### src/rtl/prism_cnt_pkg.sv
// Shared constants for the PRISM counter bank: register map, IRQ bit layout, channel limit.
// Optional capture registers are enabled by defining PRISM_CNT_CAPTURE_EN.
package prism_cnt_pkg;

    localparam int MAX_CNT = 4;

    localparam logic [5:0] ADDR_IRQ_STATUS   = 6'h00;
    localparam logic [5:0] ADDR_IRQ_ENABLE   = 6'h04;
    localparam logic [5:0] ADDR_PRELOAD_BASE = 6'h08;
    localparam logic [5:0] ADDR_COUNT_BASE   = 6'h18;
    localparam logic [5:0] ADDR_CTRL         = 6'h28;
    localparam logic [5:0] ADDR_CAPTURE_BASE = 6'h2C;

    localparam int IRQ_HALT     = 0;
    localparam int IRQ_CNT_BASE = 1;

    // Per-channel registers sit on consecutive 32-bit words from a bank base.
    function automatic logic [5:0] chan_addr(input logic [5:0] base, input int ch);
        return base + 6'(4 * ch);
    endfunction

endpackage

### src/rtl/prism_down_counter.sv
// One preloadable down-counter channel with halt, auto-reload and an expiry pulse.
module prism_down_counter
    import prism_cnt_pkg::*;
#(
    parameter int CNT_W = 28
) (
    input  logic             clk,
    input  logic             rst_n,
    input  logic             wr_en,
    input  logic [CNT_W-1:0] wr_data,
    input  logic             halt,
    input  logic             dec,
    input  logic             load,
    input  logic             enable,
    input  logic             auto_reload,
    input  logic [CNT_W-1:0] preload,
    output logic [CNT_W-1:0] count,
    output logic             zero,
    output logic             expire
);

    localparam logic [CNT_W-1:0] ONE = CNT_W'(1);

    logic [CNT_W-1:0] count_d;

    // NOTE: every output of a combinational block gets a default first, so no path can infer a latch.
    always_comb begin
        count_d = count;
        expire  = 1'b0;
        if (wr_en) begin
            count_d = wr_data;
        end else if (halt) begin
            count_d = count;
        end else if (dec && (count != '0)) begin
            if (count == ONE) begin
                expire  = 1'b1;
                count_d = auto_reload ? preload : '0;
            end else begin
                count_d = count - ONE;
            end
        end else if (load && enable) begin
            count_d = preload;
        end
    end

    // NOTE: sequential state uses non-blocking assignments so all registers update from pre-edge values.
    always_ff @(posedge clk or negedge rst_n) begin
        if (!rst_n) begin
            count <= '0;
        end else begin
            count <= count_d;
        end
    end

    assign zero = (count == '0);

endmodule

### src/rtl/prism_counter_bank.sv
// Bank of NUM_CNT down-counters with maskable interrupts on the TinyQV peripheral bus.
// Define PRISM_CNT_CAPTURE_EN to add the cnt_capture input and CAPTURE_i registers at 0x2C+4i.
module prism_counter_bank
    import prism_cnt_pkg::*;
#(
    parameter int NUM_CNT = 2,
    parameter int CNT_W   = 28
) (
    input  logic               clk,
    input  logic               rst_n,
    input  logic [5:0]         address,
    input  logic [31:0]        data_in,
    input  logic [1:0]         data_write_n,
    input  logic [1:0]         data_read_n,
    output logic [31:0]        data_out,
    output logic               data_ready,
    input  logic               fsm_enable,
    input  logic               fsm_halt,
    input  logic [NUM_CNT-1:0] cnt_dec,
    input  logic [NUM_CNT-1:0] cnt_load,
    output logic [NUM_CNT-1:0] cnt_zero,
    output logic               user_interrupt
`ifdef PRISM_CNT_CAPTURE_EN
    ,
    input  logic [NUM_CNT-1:0] cnt_capture
`endif
);

    localparam int IRQ_W = NUM_CNT + 1;

    logic             wr32;
    logic             halt_r;
    logic             halt_rise;
    logic [IRQ_W-1:0] irq_status;
    logic [IRQ_W-1:0] irq_enable;
    logic [IRQ_W-1:0] irq_set;
    logic [IRQ_W-1:0] irq_clr;
    logic [NUM_CNT-1:0] ctrl;
    logic [NUM_CNT-1:0] expire;
    logic [NUM_CNT-1:0] count_wr;
    logic [CNT_W-1:0]   preload_q [NUM_CNT];
    logic [CNT_W-1:0]   count_q   [NUM_CNT];

    assign data_ready = 1'b1;
    assign wr32       = (data_write_n == 2'b10);
    assign halt_rise  = fsm_halt & ~halt_r;
    assign irq_set    = {expire, halt_rise};
    assign irq_clr    = (wr32 && address == ADDR_IRQ_STATUS) ? data_in[IRQ_W-1:0] : '0;

    logic unused_bits;
    assign unused_bits = &{1'b0, data_read_n, data_in};

    // Set is OR-ed after the W1C mask so a same-cycle event is never lost.
    always_ff @(posedge clk or negedge rst_n) begin
        if (!rst_n) begin
            halt_r     <= 1'b0;
            irq_status <= '0;
            irq_enable <= '0;
            ctrl       <= '0;
        end else begin
            halt_r     <= fsm_halt;
            irq_status <= (irq_status & ~irq_clr) | irq_set;
            if (wr32 && address == ADDR_IRQ_ENABLE) irq_enable <= data_in[IRQ_W-1:0];
            if (wr32 && address == ADDR_CTRL)       ctrl       <= data_in[NUM_CNT-1:0];
        end
    end

    // NOTE: the preload array is a small register file, not RAM, so it takes the async reset like any flop.
    always_ff @(posedge clk or negedge rst_n) begin
        if (!rst_n) begin
            for (int i = 0; i < NUM_CNT; i++) preload_q[i] <= '0;
        end else begin
            for (int i = 0; i < NUM_CNT; i++) begin
                if (wr32 && address == chan_addr(ADDR_PRELOAD_BASE, i)) begin
                    preload_q[i] <= data_in[CNT_W-1:0];
                end
            end
        end
    end

    for (genvar g = 0; g < NUM_CNT; g++) begin : g_chan
        assign count_wr[g] = wr32 && (address == chan_addr(ADDR_COUNT_BASE, g));

        prism_down_counter #(
            .CNT_W(CNT_W)
        ) u_cnt (
            .clk        (clk),
            .rst_n      (rst_n),
            .wr_en      (count_wr[g]),
            .wr_data    (data_in[CNT_W-1:0]),
            .halt       (fsm_halt),
            .dec        (cnt_dec[g]),
            .load       (cnt_load[g]),
            .enable     (fsm_enable),
            .auto_reload(ctrl[g]),
            .preload    (preload_q[g]),
            .count      (count_q[g]),
            .zero       (cnt_zero[g]),
            .expire     (expire[g])
        );
    end

`ifdef PRISM_CNT_CAPTURE_EN
    logic [NUM_CNT-1:0] capture_r;
    logic [CNT_W-1:0]   capture_q [NUM_CNT];

    // Latches the register value before this edge's update, regardless of halt.
    always_ff @(posedge clk or negedge rst_n) begin
        if (!rst_n) begin
            capture_r <= '0;
            for (int i = 0; i < NUM_CNT; i++) capture_q[i] <= '0;
        end else begin
            capture_r <= cnt_capture;
            for (int i = 0; i < NUM_CNT; i++) begin
                if (cnt_capture[i] && !capture_r[i]) capture_q[i] <= count_q[i];
            end
        end
    end
`endif

    always_comb begin
        data_out = '0;
        if (address == ADDR_IRQ_STATUS) data_out = 32'(irq_status);
        if (address == ADDR_IRQ_ENABLE) data_out = 32'(irq_enable);
        if (address == ADDR_CTRL)       data_out = 32'(ctrl);
        for (int i = 0; i < NUM_CNT; i++) begin
            if (address == chan_addr(ADDR_PRELOAD_BASE, i)) data_out = 32'(preload_q[i]);
            if (address == chan_addr(ADDR_COUNT_BASE, i))   data_out = 32'(count_q[i]);
`ifdef PRISM_CNT_CAPTURE_EN
            if (address == chan_addr(ADDR_CAPTURE_BASE, i)) data_out = 32'(capture_q[i]);
`endif
        end
    end

    assign user_interrupt = |(irq_status & irq_enable);

endmodule

### config.mk
export PLATFORM = sky130hd
export DESIGN_NAME = prism_counter_bank
export DESIGN_NICKNAME = d
export VERILOG_FILES = /design/src/rtl/prism_cnt_pkg.sv /design/src/rtl/prism_down_counter.sv /design/src/rtl/prism_counter_bank.sv
export SDC_FILE = /design/constraint.sdc
export NUM_CORES = 1
export LEC_CHECK = 0
export ABC_AREA = 0
export CAP_MARGIN = 20
export CELL_PAD_IN_SITES_DETAIL_PLACEMENT = 1
export CELL_PAD_IN_SITES_GLOBAL_PLACEMENT = 2
export CORE_MARGIN = 1.5
export CORE_UTILIZATION = 40
export CTS_BUF_LIST = sky130_fd_sc_hd__clkbuf_8
export DETAILED_ROUTE_END_ITERATION = 16
export PLACE_DENSITY = 0.95
export SLEW_MARGIN = 25
export SYNTH_ARGS = -nofsm -noshare
export SYNTH_HDL_FRONTEND = slang
export SYNTH_SLANG_ARGS = --single-unit
### constraint.sdc
create_clock -name clk -period 7.1 [get_ports clk]
set_input_delay 1.42 -clock clk [delete_from_list [all_inputs] [get_ports clk]]
set_output_delay 1.42 -clock clk [all_outputs]
set_load 0.03 [all_outputs]
==> parameters.txt, run 1 <==
Parameter                              Value

Critical path
  Delay-heaviest family, CP ... buffers and inverters
  Worst setup EP type ... output pin
  R2R setup slack ... 3.84 ns
  Largest fanout on the critical path ... 16
  R2R Path End ... g_chan[0].u_cnt.count[12]
  Reg-to-Reg Start ... g_chan[0].u_cnt.count[22]
  Critical Setup Path Class ... in -> out
  Cell chain of the critical path ... clkdlybuf4s50_1 -> nor2b_1 -> and2_1 -> buf_4 -> a222oi_1 -> a21oi_1 -> clkdlybuf4s50_1
  Slowest stage cell, crit path ... sky130_fd_sc_hd__clkdlybuf4s50_1
  Crit start category ... input pin
  Required time at the endpoint of the critical path ... 5.68 ns
  R2R depth ... 6
  Data arrival time of the worst path ... 4.75 ns
  Slowest Stage Delay on Critical Path ... 0.77 ns
  Most Frequent Cell on Critical Path ... sky130_fd_sc_hd__clkdlybuf4s50_1
  WP buf/inv ... 3

Drt
  Antenna violation net count after detailed routing ... 0
  Post-route DRC violation count ... 0
  Vias per std cell ... 6.44
  First-pass iteration count of the detailed router ... 8
  Routed wire per std cell ... 24.3 um
  Via count ... 7,163
  Drt initial violations ... 731
  Wire length reported by the detailed router ... 27,000 um

Global route
  Via count of the first global-routing pass ... 7,307
  Largest net degree at the start of global routing ... 67
  Wire length of the first global-routing pass ... 42,700 um
  Total routing usage reported by global routing ... 28.1%
  Most congested layer reported by global routing ... met2
  Antenna violations before repair ... 0
  Residual overflow from global routing ... 0
  Met1 usage ... 39.6%
  Met3 Resource Use GR ... 3.75%
  Routing usage on met2 ... 44.2%

Timing
  Setup TNS Final ... 0 ns
  Peak clock frequency supported by timing ... 162 MHz
  Max Slew Vio Count ... 0
  Min cycle time layout ... 6.17 ns
  Transition time at the pin with the least slew margin ... 1.01 ns
  Final-report setup violation count ... 0
  Share of the clock period used by the worst path ... 86.9%
  Setup repair after global routing missed its margin ... false
  Worst-case headroom to the max-slew limit ... 32.1%
  Fin. Hold Viols ... 0
  Clock skew ... 0.0137 ns

Die
  IO Count ... 86
  Initial Util ... 40.9%
  Die width ... 141 um
  Site Rows ... 50
  Core Footprint ... 0.0187 mm^2
  Vertical extent of the die ... 141 um
  Total die area ... 0.0200 mm^2

Finish
  Final net count ... 920
  Area growth from synthesis to layout ... 17.0%
  Commonest cells after routing, fill and taps aside ... sky130_fd_sc_hd__dfrtp_1, sky130_fd_sc_hd__nor2_1, sky130_fd_sc_hd__clkdlybuf4s50_1, sky130_fd_sc_hd__nand2_1, sky130_fd_sc_hd__mux2_2
  Final instance area ... 0.00895 mm^2
  Most common library cell in the layout ignoring fill and taps ... sky130_fd_sc_hd__dfrtp_1
  Share of layout cells above drive strength 1 ... 14.7%

Hold path
  Endpoint of the worst hold-timing path ... irq_enable[2]
  Hold Path Stages ... 2
  Hold Startpoint ... irq_enable[2]
  Worst min path class ... reg -> reg

Synth
  Flip-flop and latch count after synthesis ... 121
  Sequential element share of the synthesized area ... 39.6%
  Post-Syn Instances ... 822
  Main area contributors after synthesis ... sky130_fd_sc_hd__dfrtp_1, sky130_fd_sc_hd__mux2_2, sky130_fd_sc_hd__nor2_1
  Number of enable flip-flop cells after synthesis ... 0
  Yosys warnings ... 0
  Post-synth top area cell ... sky130_fd_sc_hd__dfrtp_1
  Prevailing post-synth register cell ... sky130_fd_sc_hd__dfrtp_1
  Average cell area after synthesis ... 9.30 um^2
  Area share of the largest cell type after synthesis ... 39.6%
  Share of flip-flops with an asynchronous set or reset after synthesis ... 100%
  Cell Area, Synth ... 0.00765 mm^2
  Cell variety after synth ... 68

Place
  RePlAce Congestion ... 0.843
  Number of port buffers ... 74
  DP Wirelength ... 19,500 um
  Post-Place Cell Area ... 0.00848 mm^2

CTS
  Clock root cell ... sky130_fd_sc_hd__clkbuf_8
  Resize count post-CTS ... 0
  CTS tree ... yes
  Clock sink count ... 121
  H-tree depth ... 4
  Clk pin slew, worst setup/hold paths ... 0.08 ns
  Deepest clock path buffer count ... 2
  Post CTS Setup Buffer Count ... 0
  Number of hold buffers added after cts ... 0
  Total clock buffers created by CTS ... 17
  Skew-Pair Late Insertion Delay ... 0.45 ns

Status
  Run status ... completed

Pwr
  Power Internal ... 1.59 mW
  Total net switching power ... 1.05 mW
  Worst vdd rail ir drop ... 0.000121 V
  P_leak ... 3.71 nW
  Power per standard cell area ... 295 mW/mm^2
  Relative contribution of combinational cells to total power ... 32.2%
  Clk network pwr share ... 27.9%
  Share of power burned in registers ... 39.8%
  Net switching share of the total power ... 39.7%

Flow run
  Total of max-cap violations ... 0
==> layer usage <==
metal	vias to the layer above	part of all wire, %
met5	-	0
met4	0	2.6
met3	53	6.0
met2	265	46
met1	3633	45
li1	3212	-
==> through the flow <==
step | util [%] | setup slack (ns) | power [mW] | hold slack [ns] | std cells
3_5_place_dp | 45.3 | 0.973 | 1.90 | 0.516 | 1079
5_1_grt | 47.8 | 0.759 | 2.78 | 0.558 | 1111
6_report | 47.8 | 0.933 | 2.64 | 0.530 | 1112
2_1_floorplan | - | 2.31 | 1.62 | 0.471 | 825
3_3_place_gp | 45.3 | 1.13 | 1.86 | 0.502 | 1079
4_1_cts | 47.8 | 0.974 | 2.64 | 0.532 | 1111
==> sequential cells by signal, summed over array words and instances, names as in the netlist <==
name                cells
ctrl                    2
irq_enable              3
g_chan.u_cnt.count     56
irq_status              3
preload_q              56
halt_r                  1
==> worst max-delay path by stage <==
| stage | endpoint | cells after the start | startpoint | slack [ns] |
|---|---|---|---|---|
| final | data_out[13] | 7 | address[3] | 0.93 |
| after floorplan | data_out[20] | 7 | address[1] | 2.31 |
| after detailed placement | data_out[13] | 7 | address[3] | 0.97 |
| after global placement | data_out[13] | 7 | address[3] | 1.13 |
| after global routing | data_out[13] | 7 | address[3] | 0.76 |
| after CTS | data_out[13] | 7 | address[3] | 0.97 |
==> power groups by stage <==
| stage | clock, mW | sequential (mW) | combinational, mW |
|---|---|---|---|
| 2_1_floorplan | 0 | 0.961 | 0.655 |
| 3_3_place_gp | 0 | 1.05 | 0.817 |
| 3_5_place_dp | 0 | 1.05 | 0.842 |
| 4_1_cts | 0.743 | 1.04 | 0.850 |
| 5_1_grt | 0.773 | 1.07 | 0.940 |
| 6_report | 0.738 | 1.05 | 0.852 |
==> cell type report <==
class,count,area (um^2)
antenna,1,2.50
clock buffer,18,248
clock inverter,14,219
fill,2103,9760
inverter,13,48.8
multi-input combinational,624,4270
sequential,121,3030
tap,234,293
timing repair buffer,87,836
==> Yosys cell counts (8+ instances only) <==
master	count
sky130_fd_sc_hd__o31ai_1	11
sky130_fd_sc_hd__or3_1	9
sky130_fd_sc_hd__a221o_1	8
sky130_fd_sc_hd__nand4_1	11
sky130_fd_sc_hd__o21ai_0	33
sky130_fd_sc_hd__a21oi_1	48
sky130_fd_sc_hd__a221oi_1	16
sky130_fd_sc_hd__dfrtp_1	121
sky130_fd_sc_hd__nor3_1	26
sky130_fd_sc_hd__nor2_1	77
sky130_fd_sc_hd__a222oi_1	28
sky130_fd_sc_hd__clkbuf_1	40
sky130_fd_sc_hd__xnor2_1	16
sky130_fd_sc_hd__o22ai_1	8
sky130_fd_sc_hd__mux2_2	56
sky130_fd_sc_hd__a22oi_1	35
sky130_fd_sc_hd__nand3_1	16
sky130_fd_sc_hd__xor2_1	19
sky130_fd_sc_hd__nor4_1	11
sky130_fd_sc_hd__buf_4	8
sky130_fd_sc_hd__inv_1	13
sky130_fd_sc_hd__o21ai_1	21
sky130_fd_sc_hd__o211ai_1	12
sky130_fd_sc_hd__buf_2	13
sky130_fd_sc_hd__nand2_1	67
==> cell families after synthesis <==
kind of cell	share of synthesized area [%]
AOI/OAI and AO/OA	23.6
DFF	39.6
muxes	8.64
and+or+nand+nor	18.2
adders and majority gates	0.982
buffers and inverters	4.83
other	0.0982
xor gates and xnor gates	4.01
==> worst reg2reg max path: stages, from the launching register on <==
cell and delay, ns:
sky130_fd_sc_hd__dfrtp_1 0.49, sky130_fd_sc_hd__nor4_2 0.41, sky130_fd_sc_hd__nand4_1 0.39, sky130_fd_sc_hd__o41ai_4 0.67
sky130_fd_sc_hd__nand2b_1 0.73, sky130_fd_sc_hd__nor2_1 0.15, sky130_fd_sc_hd__a221o_1 0.30
No activity file was read; power rests on OpenSTA's default activity.
==> run 2, diff against run 1 <==
--- a/config.mk
+++ b/config.mk
@@ -13,6 +13,7 @@
 export CORE_UTILIZATION = 40
 export CTS_BUF_LIST = sky130_fd_sc_hd__clkbuf_8
 export DETAILED_ROUTE_END_ITERATION = 16
+export MAX_ROUTING_LAYER = met4
 export PLACE_DENSITY = 0.95
 export SLEW_MARGIN = 25
 export SYNTH_ARGS = -nofsm -noshare
==> run 2 against run 1 <==
Net effect: sequential share of layout area about the same; global-route usage up 0.87 points; register-to-register slack worse by 0.02 ns; worst hold slack worse by 0.0014 ns; routed wire length up 0.59%; total power about the same; combinational power about the same; sequential power about the same; flip-flop and latch count unchanged; critical path depth unchanged; critical path type unchanged; largest power group unchanged; highest routed layer unchanged.
==> parameters.txt, run 2 (synthesis results as in run 1) <==
Parameter                              Value

Critical path
  Slowest stage cell, crit path ... sky130_fd_sc_hd__clkdlybuf4s50_1
  WP buf/inv ... 3
  Most Frequent Cell on Critical Path ... sky130_fd_sc_hd__clkdlybuf4s50_1
  R2R depth ... 6
  Slowest Stage Delay on Critical Path ... 0.76 ns
  Cell chain of the critical path ... clkdlybuf4s50_1 -> nor2b_1 -> and2_1 -> buf_4 -> a222oi_1 -> a21oi_1 -> clkdlybuf4s50_1
  Crit start category ... input pin
  Reg-to-Reg Start ... g_chan[0].u_cnt.count[22]
  Critical Setup Path Class ... in -> out
  Largest fanout on the critical path ... 16
  Required time at the endpoint of the critical path ... 5.68 ns
  Delay-heaviest family, CP ... buffers and inverters
  Data arrival time of the worst path ... 4.74 ns
  Worst setup EP type ... output pin
  R2R setup slack ... 3.82 ns
  R2R Path End ... g_chan[0].u_cnt.count[3]

Timing
  Max Slew Vio Count ... 0
  Worst-case headroom to the max-slew limit ... 31.3%
  Peak clock frequency supported by timing ... 162 MHz
  Transition time at the pin with the least slew margin ... 1.02 ns
  Setup TNS Final ... 0 ns
  Setup repair after global routing missed its margin ... false
  Final-report setup violation count ... 0
  Clock skew ... 0.0134 ns
  Fin. Hold Viols ... 0
  Min cycle time layout ... 6.16 ns
  Share of the clock period used by the worst path ... 86.8%

CTS
  Number of hold buffers added after cts ... 0
  H-tree depth ... 4
  Clock root cell ... sky130_fd_sc_hd__clkbuf_8
  Resize count post-CTS ... 0
  Skew-Pair Late Insertion Delay ... 0.44 ns
  Deepest clock path buffer count ... 2
  Total clock buffers created by CTS ... 17
  Clock sink count ... 121
  Clk pin slew, worst setup/hold paths ... 0.08 ns
  CTS tree ... yes
  Post CTS Setup Buffer Count ... 0

Drt
  First-pass iteration count of the detailed router ... 6
  Antenna violation net count after detailed routing ... 0
  Post-route DRC violation count ... 0
  Via count ... 7,207
  Routed wire per std cell ... 24.5 um
  Wire length reported by the detailed router ... 27,200 um
  Drt initial violations ... 714
  Vias per std cell ... 6.49

Hold path
  Worst min path class ... reg -> reg
  Hold Path Stages ... 2
  Hold Startpoint ... irq_enable[2]
  Endpoint of the worst hold-timing path ... irq_enable[2]

Die
  Vertical extent of the die ... 141 um
  Site Rows ... 50
  Core Footprint ... 0.0187 mm^2
  IO Count ... 86
  Die width ... 141 um
  Initial Util ... 40.9%
  Total die area ... 0.0200 mm^2

Pwr
  Total net switching power ... 1.05 mW
  Relative contribution of combinational cells to total power ... 32.3%
  P_leak ... 3.71 nW
  Net switching share of the total power ... 39.7%
  Worst vdd rail ir drop ... 0.000120 V
  Share of power burned in registers ... 39.9%
  Power per standard cell area ... 295 mW/mm^2
  Clk network pwr share ... 27.9%
  Power Internal ... 1.59 mW

Finish
  Number of antenna cells inserted ... 0
  Area growth from synthesis to layout ... 17.0%
  Final instance area ... 0.00895 mm^2
  Number of filler instances in the final layout ... 2,104
  Most common library cell in the layout ignoring fill and taps ... sky130_fd_sc_hd__dfrtp_1
  Final net count ... 920
  Commonest cells after routing, fill and taps aside ... sky130_fd_sc_hd__dfrtp_1, sky130_fd_sc_hd__nor2_1, sky130_fd_sc_hd__clkdlybuf4s50_1, sky130_fd_sc_hd__nand2_1, sky130_fd_sc_hd__mux2_2
  Share of layout cells above drive strength 1 ... 14.7%
  Largest registers ... g_chan.u_cnt.count x56, preload_q x56
  Final design utilization ... 47.8%
  Fin cells ... 1,111

Global route
  Largest net degree at the start of global routing ... 67
  Via count of the first global-routing pass ... 7,274
  Antenna violations before repair ... 0
  Residual overflow from global routing ... 0
  Wire length of the first global-routing pass ... 42,800 um
  Total routing usage reported by global routing ... 28.9%

Place
  Post-Place Cell Area ... 0.00848 mm^2
  Number of port buffers ... 74
  RePlAce Congestion ... 0.857
  Cell Count Post-Placement ... 1,079
  DP Wirelength ... 19,500 um

Flow run
  Total of max-cap violations ... 0

Status
  Run status ... completed
run 2: cell count changes in the layout (fill, tap and decap cells not counted):
cell	change
sky130_fd_sc_hd__diode_2	-1
run 2: worst max-delay path by stage:
stage	from	end	slack (ns)	cells past startpoint
after global routing	address[3]	data_out[13]	0.76	7
after global placement	address[3]	data_out[13]	1.13	7
after detailed placement	address[3]	data_out[13]	0.97	7
final	address[3]	data_out[13]	0.94	7
after CTS	address[3]	data_out[13]	0.97	7
after floorplan	address[1]	data_out[20]	2.31	7
run 2: power groups by stage:
stage,Clock (mW),Sequential [mW],Combinational (mW)
2_1_floorplan,0,0.961,0.655
3_3_place_gp,0,1.05,0.817
3_5_place_dp,0,1.05,0.842
4_1_cts,0.743,1.04,0.850
5_1_grt,0.774,1.07,0.940
6_report,0.736,1.05,0.852
run 2: per-layer routing:
| layer | part of all wire [%] | GRT usage [%] | up-vias | routed length, um |
|---|---|---|---|---|
| met4 | 2.3 | 9.48 | 0 | 616 |
| met1 | 45 | 39.7 | 3652 | 12300 |
| met5 | 0 | - | - | 0 |
| li1 | - | - | 3210 | - |
| met2 | 47 | 44.5 | 298 | 12600 |
| met3 | 6.0 | 3.64 | 47 | 1640 |
run 2: through the flow:
stage               setup WS (ns)  hold WS (ns)  total power [mW]
global route                0.759         0.558              2.79
CTS                         0.974         0.532              2.64
finish                      0.939         0.528              2.64
floorplan                    2.31         0.471              1.62
detailed placement          0.973         0.516              1.90
global placement             1.13         0.502              1.86
run 2: area by class of cell:
class                   instances  area (um^2)  share of cell area [%]
clock buffers                  18          248                    2.77
clock inverters                14          219                    2.45
inverters                      13         48.8                   0.545
multi-input cells             624         4270                    47.8
flip-flops and latches        121         3030                    33.8
well taps                     234          293                    3.27
repair buffers                 87          836                    9.34
run 2: tightest hold or removal path, delay by kind of cell, from the launching register on:
family | cells | cell delay (ns)
DFF | 1 | 0.38
AOI/OAI and AO/OA | 1 | 0.06
and+or+nand+nor | 1 | 0.05
==> run 3, diff against run 2 <==
--- a/config.mk
+++ b/config.mk
@@ -5,12 +5,12 @@
 export SDC_FILE = /design/constraint.sdc
 export NUM_CORES = 1
 export LEC_CHECK = 0
-export ABC_AREA = 0
-export CAP_MARGIN = 20
+export ABC_AREA = 1
+export CAP_MARGIN = 25
 export CELL_PAD_IN_SITES_DETAIL_PLACEMENT = 1
 export CELL_PAD_IN_SITES_GLOBAL_PLACEMENT = 2
 export CORE_MARGIN = 1.5
-export CORE_UTILIZATION = 40
+export CORE_UTILIZATION = 35
 export CTS_BUF_LIST = sky130_fd_sc_hd__clkbuf_8
 export DETAILED_ROUTE_END_ITERATION = 16
 export MAX_ROUTING_LAYER = met4
==> run 3 against run 2 <==
Net effect: sequential share of layout area fell by 2.0 points; utilization is 6.2 points lower; synthesized cell count rose by 53%; register-to-register slack improved by 0.91 ns; fmax rose by 8.8%; count of clock-buffer cells in the layout stayed put; largest power group is now combinational cells; highest routed layer unchanged.
==> parameters.txt, run 3 <==
Parameter                              Value

Status
  Run status ... completed

Die
  Vertical extent of the die ... 156 um
  Total die area ... 0.0244 mm^2
  Die width ... 156 um
  Core Footprint ... 0.0228 mm^2
  Initial Util ... 35.9%
  Site Rows ... 55
  IO Count ... 86

Synth
  Post-synth top area cell ... sky130_fd_sc_hd__dfrtp_1
  Cell variety after synth ... 32
  Area share of the largest cell type after synthesis ... 36.9%
  Cell Area, Synth ... 0.00820 mm^2
  Post-Syn Instances ... 1,259
  Average cell area after synthesis ... 6.51 um^2
  Flip-flop and latch count after synthesis ... 121
  Sequential element share of the synthesized area ... 36.9%
  Yosys warnings ... 0
  Number of enable flip-flop cells after synthesis ... 0
  Main area contributors after synthesis ... sky130_fd_sc_hd__dfrtp_1, sky130_fd_sc_hd__nand2_1, sky130_fd_sc_hd__nand3_1
  Cell types with the highest counts after synthesis ... sky130_fd_sc_hd__nand2_1, sky130_fd_sc_hd__dfrtp_1, sky130_fd_sc_hd__nor2_1, sky130_fd_sc_hd__inv_1, sky130_fd_sc_hd__nand3_1
  Share of flip-flops with an asynchronous set or reset after synthesis ... 100%
  Cell with the most instances after synthesis ... sky130_fd_sc_hd__nand2_1
  Prevailing post-synth register cell ... sky130_fd_sc_hd__dfrtp_1

Drt
  Antenna violation net count after detailed routing ... 0
  Drt initial violations ... 578
  Wire length reported by the detailed router ... 30,500 um
  Via count ... 8,461
  First-pass iteration count of the detailed router ... 5
  Post-route DRC violation count ... 0
  Vias per std cell ... 5.17
  Routed wire per std cell ... 18.6 um

Global route
  Total routing usage reported by global routing ... 26.7%
  Largest net degree at the start of global routing ... 65
  Residual overflow from global routing ... 0
  Antenna violations before repair ... 0
  Wire length of the first global-routing pass ... 48,400 um
  Via count of the first global-routing pass ... 8,515

Pwr
  Final Power ... 3.51 mW
  P_leak ... 4.61 nW
  Worst vdd rail ir drop ... 0.000139 V
  Power per standard cell area ... 369 mW/mm^2

Critical path
  Data arrival time of the worst path ... 4.24 ns
  CP Launch Point ... address[1]
  Required time at the endpoint of the critical path ... 5.68 ns
  Worst setup EP type ... output pin
  Critical Setup Path Class ... in -> out
  Crit start category ... input pin
  Reg-to-Reg Start ... g_chan[0].u_cnt.count[0]
  Largest fanout on the critical path ... 29

CTS
  CTS tree ... yes
  Clock root cell ... sky130_fd_sc_hd__clkbuf_8
  Clk pin slew, worst setup/hold paths ... 0.08 ns
  Number of hold buffers added after cts ... 0
  Post CTS Setup Buffer Count ... 0
  Skew-Pair Late Insertion Delay ... 0.45 ns
  H-tree depth ... 4
  Resize count post-CTS ... 0
  Total clock buffers created by CTS ... 17
  Deepest clock path buffer count ... 2
  Clock sink count ... 121

Place
  Number of port buffers ... 74
  DP Wirelength ... 23,200 um
  RePlAce Congestion ... 0.928

Timing
  Final-report setup violation count ... 0
  Transition time at the pin with the least slew margin ... 0.959 ns
  Clock skew ... 0.0102 ns
  Share of the clock period used by the worst path ... 79.8%
  Fin. Hold Viols ... 0
  Setup TNS Final ... 0 ns
  Worst-case headroom to the max-slew limit ... 36.0%
  Setup repair after global routing missed its margin ... false
  Min cycle time layout ... 5.66 ns
  Peak clock frequency supported by timing ... 177 MHz
  Max Slew Vio Count ... 0

Hold path
  Worst min path class ... reg -> reg
  Hold Startpoint ... halt_r

Finish
  Commonest cells after routing, fill and taps aside ... sky130_fd_sc_hd__nand2_1, sky130_fd_sc_hd__nor2_1, sky130_fd_sc_hd__dfrtp_1, sky130_fd_sc_hd__inv_1, sky130_fd_sc_hd__nand3_1
  Largest registers ... g_chan.u_cnt.count x56, preload_q x56
  Number of antenna cells inserted ... 0
  Final net count ... 1,365
  Area growth from synthesis to layout ... 15.9%
  Share of layout cells above drive strength 1 ... 5.90%
  Most common library cell in the layout ignoring fill and taps ... sky130_fd_sc_hd__nand2_1

Flow run
  Total of max-cap violations ... 0
[run 3: changes by cell type after synthesis, sizes merged, moves of 16 or more]
cell     change
nand2      +484
inv         +96
nand3       +76
nor2        +61
mux2        -56
a21oi       -41
o21ai       +40
a22oi       -35
a222oi      -28
clkbuf      -24
nor3        -23
o2111ai     +23
a221oi      -16
[run 3: worst max-delay path, stage by stage]
cell and delay [ns]:
sky130_fd_sc_hd__clkdlybuf4s50_1 0.41, sky130_fd_sc_hd__nor2_1 0.22, sky130_fd_sc_hd__inv_1 0.11, sky130_fd_sc_hd__nor2_1 0.14, sky130_fd_sc_hd__nand2_1 0.07, sky130_fd_sc_hd__inv_1 0.70
sky130_fd_sc_hd__nand2_1 0.16, sky130_fd_sc_hd__o2111ai_1 0.24, sky130_fd_sc_hd__clkdlybuf4s50_1 0.76
[run 3: area by class of cell]
type,instances,area [um^2]
fillers,3011,13300
multi-input cells,979,4470
flip-flops and latches,121,3030
repair buffers,80,783
inverters,110,415
well taps,313,392
clock buffers,18,248
clock inverters,14,171
[run 3: cells by family after synthesis]
family | Yosys count | share of synthesized area (%)
and+or+nand+nor | 807 | 40.7
buffers and inverters | 162 | 8.76
AOI/OAI and AO/OA | 126 | 8.88
DFF | 121 | 36.9
xor gates and xnor gates | 35 | 3.74
adders and majority gates | 6 | 0.915
other | 2 | 0.0916
[run 3: final timing paths]
check                      slack (ns)                         to  cells after the start
hold / removal                   0.44              irq_status[0]                      1
min in group asynchronous        1.08   g_chan[1].u_cnt.count[1]                      1
setup reg to reg                 4.73  g_chan[0].u_cnt.count[24]                     11
setup / recovery                 1.44               data_out[14]                      9
hold reg to reg                  0.44              irq_status[0]                      1
max in group asynchronous        4.66   g_chan[1].u_cnt.count[8]                      2
[run 3: metrics by stage]
stage / utilization, % / cell area (um^2) / std cells / hold slack, ns / setup slack, ns
final: 41.6 / 9500 / 1635 / 0.439 / 1.44
after CTS: 41.6 / 9500 / 1635 / 0.445 / 1.45
after floorplan: - / 8210 / 1262 / 0.400 / 3.01
after detailed placement: 39.8 / 9080 / 1603 / 0.447 / 1.49
after global placement: 39.8 / 9080 / 1603 / 0.407 / 1.62
after global routing: 41.6 / 9500 / 1635 / 0.483 / 1.34
[run 3: report_power, final]
part	total (mW)	internal, mW	leakage (nW)	switching (mW)
clock	0.674	0.357	0.194	0.317
combinational	1.71	0.562	2.78	1.15
sequential	1.12	0.855	1.63	0.265
total	3.51	1.77	4.61	1.73
[run 3: per-layer routing]
| metal | part of all wire (%) | wire (um) | GRT usage [%] | vias up |
|---|---|---|---|---|
| li1 | - | - | - | 4053 |
| met4 | 1.8 | 539 | 6.49 | 0 |
| met3 | 5.3 | 1620 | 4.67 | 37 |
| met2 | 45 | 13800 | 40.6 | 194 |
| met5 | 0 | 0 | - | - |
| met1 | 48 | 14600 | 36.8 | 4177 |
==> patch: new RTL, flow settings as in run 2 <==
Change the parameter `NUM_CNT` from 2 to 4.
--- a/src/rtl/prism_counter_bank.sv
+++ b/src/rtl/prism_counter_bank.sv
@@ -3,7 +3,7 @@
 module prism_counter_bank
     import prism_cnt_pkg::*;
 #(
-    parameter int NUM_CNT = 2,
+    parameter int NUM_CNT = 4,
     parameter int CNT_W   = 28
 ) (
     input  logic               clk,
Ports: changed (resized cnt_dec, cnt_load and cnt_zero); port bits go from 86 to 92. No check against the original RTL was run, so the function may have changed too.
==> patch against run 2 <==
  * Synthesized area increased by 94%
  * Combinational power increased by 26%
  * Synthesized cell count increased by 88%
  * Setup slack got worse by 0.31 ns
  * Die area increased by 92%
  * Final area increased by 91%
  * Sequential cell count increased by 118
  * Highest routed layer unchanged
  * Critical path depth increased by 1
  * Power increased by 70%
  * Wire length increased by 120%
  * Count of clock-buffer cells in the layout increased by 41
  * Register-to-register slack got worse by 0.30 ns
  * Largest cell class unchanged
  * Critical path type unchanged
  * Hold slack got worse by 0.10 ns
==> patch: results (changes against run 2) <==
outcome:
  outcome: "complete, no violations"
finish:
  final_nets: 1656  # +80%
  final_layout_size_suffix_gt1_frac: 0.185  # +0.0383
  fill_cells: 4177  # +99%
  top_regs: "g_chan.u_cnt.count: 112 flops, preload_q: 112 flops"
setup_path:
  critical_path.max_fanout: 18  # +2
  worst_ep_arrival_time_ns: 5.05  # +0.31 ns
  timing.rr.start: "g_chan[1].u_cnt.count[14]$_DFFE_PN0P_"
  rr_endpoint: "g_chan[1].u_cnt.count[22]$_DFFE_PN0P_"
pwr:
  intPower_mw: 2.84  # +78%
  sw_frac_of_total: 0.367  # -0.0295
  irDropWorstVdd_mv: 0.120  # -0.15%
  p_leak_nw: 7.06  # +90%
logic_synthesis:
  synth_area_leaders: "dfrtp_1, mux2_2, a221o_1, a22oi_1, a221oi_1"
  ys_seq_area_frac: 0.403  # +0.00675
  yosys-top-cells-count: "dfrtp_1, nand2_1, mux2_2"
  synth_cell_type_count: 73  # +7.4%
  yosys_warnings: 0  # unchanged
place:
  place_hpwl_um: 42700  # +120%
  portBuffers: 80  # +8.1%
  gp_congestion: 0.972  # +13%
timing:
  worst_hold_slack_ns: 0.426  # -0.103 ns
  skew_ns: 0.0258  # +0.0124 ns
  slew_headroom: 0.326  # +0.0128
clock_network:
  clk_pin_slew_worst_paths_ns: 0.06  # -0.02 ns
  cts_buffers: 46  # +29
  cts_buffer_depth: 3  # +1
  h-tree-depth: 2  # -2
  insertion_delay_ns: 0.64  # +0.20 ns
  postCtsSetupBuffers: 0  # unchanged
hold_path:
  min_to: "irq_status[0]$_DFF_PN0_"
  min_path_cells: 1  # -1
drt:
  firstDrtPassIters: 5  # -1
  drt-initial-drc-count: 1374  # +92%
  drt-wirelength-per-cell_um: 28.6  # +17%
global_route:
  grt_pass1_wl_um: 91400  # +110%
  grt_start_max_net_pins: 109  # +63%
patch: cell count changes after synthesis, sizes merged, moves of 27 or more:
| cell | before | now |
|---|---|---|
| a221o | 8 | 57 |
| a221oi | 16 | 59 |
| a22oi | 35 | 75 |
| clkbuf | 40 | 86 |
| dfrtp | 121 | 239 |
| mux2 | 56 | 121 |
| nand2 | 68 | 125 |
| nor2 | 78 | 116 |
| nor4 | 15 | 51 |
| o21ai | 54 | 95 |
| xnor2 | 16 | 48 |
| xor2 | 19 | 46 |
patch: cell families (layout without fill, tap and decap cells):
logic type      after synthesis  after routing  synth area share
simple gates                465            465             0.164
flops                       239            239             0.403
compound gates              452            452             0.225
fa+ha+maj                    12             12            0.0101
mux                         129            129            0.0971
other cells                   2              5          0.000506
xor+xnor                     94             94            0.0554
buf+inv                     150            228            0.0447
patch: worst max-delay path by stage:
stage	startpoint	to	slack (ns)
after floorplan	address[1]	data_out[3]	2.09
final	address[4]	data_out[8]	0.63
after CTS	address[4]	data_out[8]	0.69
after global routing	address[4]	data_out[8]	0.43
after global placement	address[4]	data_out[2]	0.74
after detailed placement	address[4]	data_out[8]	0.74
patch: cell type report:
| class | instances | area share |
|---|---|---|
| Timing Repair Buffer | 128 | 0.0709 |
| Inverter | 18 | 0.00395 |
| Sequential cell | 239 | 0.350 |
| Tap cell | 468 | 0.0343 |
| Clock inverter | 23 | 0.00952 |
| Clock buffer | 59 | 0.0475 |
| Multi-Input combinational cell | 1157 | 0.484 |
patch: routing by layer:
layer,vias up,global-route usage,share of wire
met5,-,-,0
met4,0,0.102,0.030
met3,107,0.0488,0.085
met2,667,0.519,0.47
met1,7323,0.425,0.41
li1,6020,-,-
patch: worst max-delay path, cell delays in order:
cell,delay [ns]
clkdlybuf4s50_1,0.67
nor4b_1,0.71
nand2_1,0.65
nand2_1,0.66
a221oi_1,0.15
a21oi_1,0.38
a221o_1,0.23
buf_4,0.18
patch: power by group through the flow:
stage | clock, mW | sequential (mW) | combinational [mW]
after detailed placement | 0 | 1.93 | 1.05
after global placement | 0 | 1.91 | 1.01
after floorplan | 0 | 1.75 | 0.820
final | 1.49 | 1.92 | 1.07
after global routing | 1.56 | 1.95 | 1.17
after CTS | 1.51 | 1.91 | 1.06
patch: per-stage QoR:
stage	utilization	setup WS (ns)	power (mW)	instances	area [µm²]
floorplan	-	2.09	2.57	1546	14900
global placement	0.440	0.740	2.92	2010	16100
detailed placement	0.440	0.743	2.97	2010	16100
CTS	0.467	0.692	4.47	2092	17100
global route	0.467	0.432	4.69	2092	17100
finish	0.467	0.627	4.48	2092	17100
